File: src/rtl/ntt_mod_addsub_pipe.sv
// Two-stage pipelined modular adder/subtractor with valid/ready on both sides: S=(A+B) mod Q, D=(A-B) mod Q.
// Optional sticky input range flag built when NTT_MODADD_RANGE_CHECK_EN is defined.
module ntt_mod_addsub_pipe #(
  parameter int WIDTH = 12,
  parameter int Q     = 3329
) (
  input  logic             clk_i,
  input  logic             rst_i,
  input  logic             valid_i,
  output logic             ready_o,
  input  logic [WIDTH-1:0] A_i,
  input  logic [WIDTH-1:0] B_i,
  output logic             valid_o,
  input  logic             ready_i,
  output logic [WIDTH-1:0] S_o,
  output logic [WIDTH-1:0] D_o,
  output logic             err_o
);

  if (Q <= 1 || Q >= (1 << WIDTH)) begin : g_bad_q
    $error("ntt_mod_addsub_pipe: Q must satisfy 1 < Q < 2**WIDTH");
  end

  localparam logic [WIDTH:0]   Q_EXT = (WIDTH+1)'(Q);
  localparam logic [WIDTH-1:0] Q_W   = WIDTH'(Q);

  logic             r_v1;
  logic             r_v2;
  logic [WIDTH:0]   r_s1;
  logic [WIDTH:0]   r_d1;
  logic [WIDTH-1:0] r_s2;
  logic [WIDTH-1:0] r_d2;

  logic             w_adv1;
  logic             w_adv2;
  logic [WIDTH:0]   w_s_sub;
  logic [WIDTH-1:0] w_s_corr;
  logic [WIDTH-1:0] w_d_corr;

  // A stage may load when it is empty or when the stage after it is draining.
  assign w_adv2  = ~r_v2 | ready_i;
  assign w_adv1  = ~r_v1 | w_adv2;
  assign ready_o = w_adv1;
  assign valid_o = r_v2;
  assign S_o     = r_s2;
  assign D_o     = r_d2;

  assign w_s_sub  = r_s1 - Q_EXT;
  assign w_s_corr = (r_s1 >= Q_EXT) ? w_s_sub[WIDTH-1:0] : r_s1[WIDTH-1:0];
  assign w_d_corr = r_d1[WIDTH] ? (r_d1[WIDTH-1:0] + Q_W) : r_d1[WIDTH-1:0];

  // NOTE: all pipeline state uses non-blocking assignments so both stages
  // shift on the same edge using the values from before that edge.
  always_ff @(posedge clk_i) begin
    if (rst_i) begin
      r_v1 <= 1'b0;
      r_s1 <= '0;
      r_d1 <= '0;
    end else if (w_adv1) begin
      r_v1 <= valid_i;
      r_s1 <= {1'b0, A_i} + {1'b0, B_i};
      r_d1 <= {1'b0, A_i} - {1'b0, B_i};
    end
  end

  always_ff @(posedge clk_i) begin
    if (rst_i) begin
      r_v2 <= 1'b0;
      r_s2 <= '0;
      r_d2 <= '0;
    end else if (w_adv2) begin
      r_v2 <= r_v1;
      r_s2 <= w_s_corr;
      r_d2 <= w_d_corr;
    end
  end

`ifdef NTT_MODADD_RANGE_CHECK_EN
  logic r_err;
  logic w_out_of_range;

  assign w_out_of_range = (A_i >= Q_W) | (B_i >= Q_W);
  assign err_o          = r_err;

  always_ff @(posedge clk_i) begin
    if (rst_i) begin
      r_err <= 1'b0;
    end else if (valid_i && w_adv1 && w_out_of_range) begin
      r_err <= 1'b1;
    end
  end
`else
  assign err_o = 1'b0;
`endif

endmodule

File: config.mk
export PLATFORM = sky130hd
export DESIGN_NAME = ntt_mod_addsub_pipe
export DESIGN_NICKNAME = d
export VERILOG_FILES = /design/src/rtl/ntt_mod_addsub_pipe.sv
export SDC_FILE = /design/constraint.sdc
export NUM_CORES = 1
export LEC_CHECK = 0
export ABC_AREA = 1
export CORE_MARGIN = 5
export CORE_UTILIZATION = 50
export CTS_CLUSTER_SIZE = 14
export DETAILED_ROUTE_END_ITERATION = 8
export HOLD_SLACK_MARGIN = 0.05
export PLACE_DENSITY = 0.82
export REMOVE_ABC_BUFFERS = 1
export SLEW_MARGIN = 20
export SYNTH_ARGS = -nofsm -noshare
export SYNTH_HDL_FRONTEND = slang
export SYNTH_SLANG_ARGS = --single-unit
File: constraint.sdc
create_clock -name clk_i -period 1.5 [get_ports clk_i]
set_input_delay 0.3 -clock clk_i [delete_from_list [all_inputs] [get_ports clk_i]]
set_output_delay 0.3 -clock clk_i [all_outputs]
set_load 0.005 [all_outputs]
==> flow_summary_export.csv <==
group,metric,value,unit
run_status,status,"finished with violations",
run_status,violations,"setup timing",
synthesis,syn-cell-area,3900,µm²
critical_path,arrival,1810,ps
global_route,antenna_found_initial,0,
critical_path,crit_path_end_kind,"register",
pwr,p_leak,0.00298,µW
critical_path,crit_fanout,5,
worst_hold_path,hold_path_class,"in2reg",
synthesis,synth_top_area_share,26.2,%
clocking,root_buffer,"clkbuf_8",
timing,fin_tns_setup,-687,ps
global_route,grt_use_total,24.7,%
synthesis,synth-seq-cells,51,
placement,dpl-instance-area,5010,µm²
synthesis,yosysSeqAreaShare,26.2,%
floorplan,die_x,98.3,µm
floorplan,io_pins,55,
clocking,clk_latency,310,ps
synthesis,yosys_warnings,0,
layout,postLayoutCellArea,5940,µm²
clocking,htree_levels,2,
critical_path,reg2reg_slack,-100,ps
synthesis,synth_area_per_cell,6.39,µm²
synthesis,ys_types,35,
critical_path,required,1720,ps
drt,drc,0,
clocking,cts_inserted_buffers,5,
clocking,cts_tree,"yes",
critical_path,cp_top_family,"simple AND/OR/NAND/NOR gates",
timing,finalCriticalPeriod,1600,ps
timing,final.period_utilization,107,%
layout,nNetsFinal,797,
floorplan,die-area,9670,µm²
drt,drt-total-wl,14300,µm
drt,drt_iter0_markers,280,
critical_path,rr_endpoint,"S_o[1]",
layout,antennaDiodeCount,0,
drt,dr.pass1.iters,6,
timing,drv_slew,0,
pwr,peakVddDrop,443,µV
global_route,grt_pass1_wl,19900,µm
floorplan,rows,32,
drt,wl_per_cell,17.0,µm
placement,dp_hpwl,8510,µm
floorplan,die_y,98.3,µm
timing,fin_skew,4.38,ps
timing,finalHoldViolCount,0,
placement,place_congestion,0.972,
job,maxCapViolations,0,
clocking,clkSinkCount,51,
critical_path,critical-path-max-stage-delay,440,ps
floorplan,core-area,7650,µm²
global_route,grt_pass1_vias,4268,
timing,whs,330,ps
timing,clock.fmax,626,MHz
critical_path,crit_start,"r_s1[4]",
clocking,clk_pin_slew_worst_paths,100,ps
critical_path,start_kind,"register",
drt,viasPerCell,5.53,
layout,area_growth_syn_to_layout,52.3,%
critical_path,critPathKind,"reg2reg",
worst_hold_path,holdCritStartpoint,"B_i[0]",
synthesis,netlist_top_cells_area,"dfxtp_1 26%, nand2_1 12%, inv_1 10%",
placement,dpl_worst_slack,-781,ps
global_route,grt_max_degree,34,
critical_path,r2r_start,"r_s1[4]",
floorplan,start_util,51.0,%
critical_path,cpMaxStageDelayCell,"dfxtp_1",
timing,rsz0062_at_grt,"true",
timing,fin_ws,-97.7,ps
critical_path,path_cells,"inv_2 > nand2_1 > nor2_4 > nand2_4 > nand3b_4 > buf_12 > nand3_1 > nand3_1 > nand2_1 > inv_1",
clocking,cts.path.max_buffers,2,
synthesis,netlist_instances,611,
timing,setup_violations,12,
critical_path,crit_buf_inv,3,
drt,ant_nets,0,
worst_hold_path,worstHoldPathCells,3,
placement,io_buffers,53,
layout,drive_gt1_share,36.6,%
drt,vias,4666,
critical_path,reg2reg_depth,10,
pwr,powerDensity,793,nW/µm²
global_route,grt-ovfl-total,0,
worst_hold_path,whs_endpoint,"r_s1[0]",
synthesis,synth_top_area_cell,"dfxtp_1",
-- per-layer routing --
layer	up-vias	GRT usage, %	routed length (µm)
met2	232	44.5	7050
met5	-	0	0
met4	0	12.5	904
met3	85	2.93	855
li1	2192	-	-
met1	2157	28.6	5500
-- placed cells by master (no fill, tap or decap), types with 6 or more instances in the layout --
| cell | Yosys | layout |
|---|---|---|
| dlygate4sd2_1 | 0 | 8 |
| nor2_4 | 2 | 11 |
| ha_1 | 27 | 10 |
| nor2_2 | 2 | 10 |
| xor2_1 | 19 | 18 |
| clkdlybuf4s50_1 | 0 | 28 |
| a21oi_1 | 44 | 30 |
| ha_4 | 0 | 14 |
| nand4_1 | 7 | 7 |
| nand3_1 | 70 | 50 |
| o21ai_0 | 46 | 33 |
| nand2_1 | 121 | 95 |
| a21oi_2 | 2 | 12 |
| clkbuf_2 | 3 | 12 |
| buf_6 | 2 | 6 |
| clkbuf_8 | 0 | 6 |
| nor2_1 | 45 | 28 |
| dfxtp_2 | 0 | 9 |
| nand2_4 | 1 | 7 |
| inv_2 | 6 | 20 |
| o21ai_1 | 0 | 11 |
| dfxtp_1 | 51 | 41 |
| nand2_2 | 4 | 25 |
| inv_1 | 108 | 89 |
| nand3_2 | 1 | 18 |
| buf_4 | 7 | 82 |
-- registers in the layout, indices dropped and copies added, names as in the netlist --
| register | flops |
|---|---|
| D_o | 12 |
| S_o | 12 |
| r_v1 | 1 |
| r_s1 | 13 |
| valid_o | 1 |
| r_d1 | 12 |
-- what timing repair did --
| item | CTS | global route |
|---|---|---|
| setup endpoints to repair | 37 | 40 |
| gates resized for setup | 143 | 106 |
| pin swaps | 40 | 53 |
| setup buffers | 11 | 8 |
| hold buffers | 0 | 0 |
| gates cloned | 1 | 2 |
-- per-stage QoR --
step,instances,util (%),power (µW)
finish,843,77.7,4710
global route,843,77.7,4960
CTS,834,72.5,4340
detailed placement,815,65.5,3280
global placement,815,65.5,3250
floorplan,584,-,2520
-- how the worst max path moves through the flow --
stage | to | depth (start not counted)
after CTS | r_s1[10] | 14
after floorplan | r_d1[6] | 10
after global routing | S_o[2] | 10
after detailed placement | r_s1[10] | 11
after global placement | r_s1[10] | 11
final | S_o[1] | 10
-- layout make-up --
| type | count | area, µm² |
|---|---|---|
| Multi-Input combinational cell | 420 | 2950 |
| Fill cell | 507 | 1700 |
| Timing Repair Buffer | 148 | 1290 |
| Sequential cell | 51 | 1040 |
| Inverter | 114 | 440 |
| Tap cell | 102 | 128 |
| Clock buffer | 7 | 86.3 |
| Clock inverter | 1 | 8.76 |
-- report_power, final --
part / switching, µW / total (µW) / internal (µW)
clock: 495 / 875 / 380
combinational: 1160 / 2150 / 998
sequential: 159 / 1680 / 1520
-- worst register-to-register path: cells and delay by family (launching register included) --
kind / cells / cell delay, ps
buffers and inverters: 3 / 350
flip-flops: 1 / 440
AND/OR/NAND/NOR: 7 / 730
-- synthesized netlist by cell type --
master / n
a211oi_1: 1
a21oi_1: 44
a21oi_2: 2
a31oi_1: 3
buf_2: 7
buf_4: 7
buf_6: 2
clkbuf_1: 8
clkbuf_2: 3
conb_1: 1
dfxtp_1: 51
fa_1: 2
ha_1: 27
inv_1: 108
inv_2: 6
nand2_1: 121
nand2_2: 4
nand2_4: 1
nand3_1: 70
nand3_2: 1
nand3b_1: 1
nand3b_4: 1
nand4_1: 7
nor2_1: 45
nor2_2: 2
nor2_4: 2
nor3_1: 7
o211ai_1: 3
o21a_1: 1
o21ai_0: 46
o21bai_1: 3
o221ai_1: 1
or2_2: 1
xnor2_1: 3
xor2_1: 19
-- logic make-up after synthesis --
kind of cell	synth area share [%]
flops	26.2
buf+inv	14.9
other cells	0.0961
fa+ha+maj	9.69
compound gates	14.2
simple gates	29.9
xor+xnor	4.94
(Power assumes the default switching activity.)
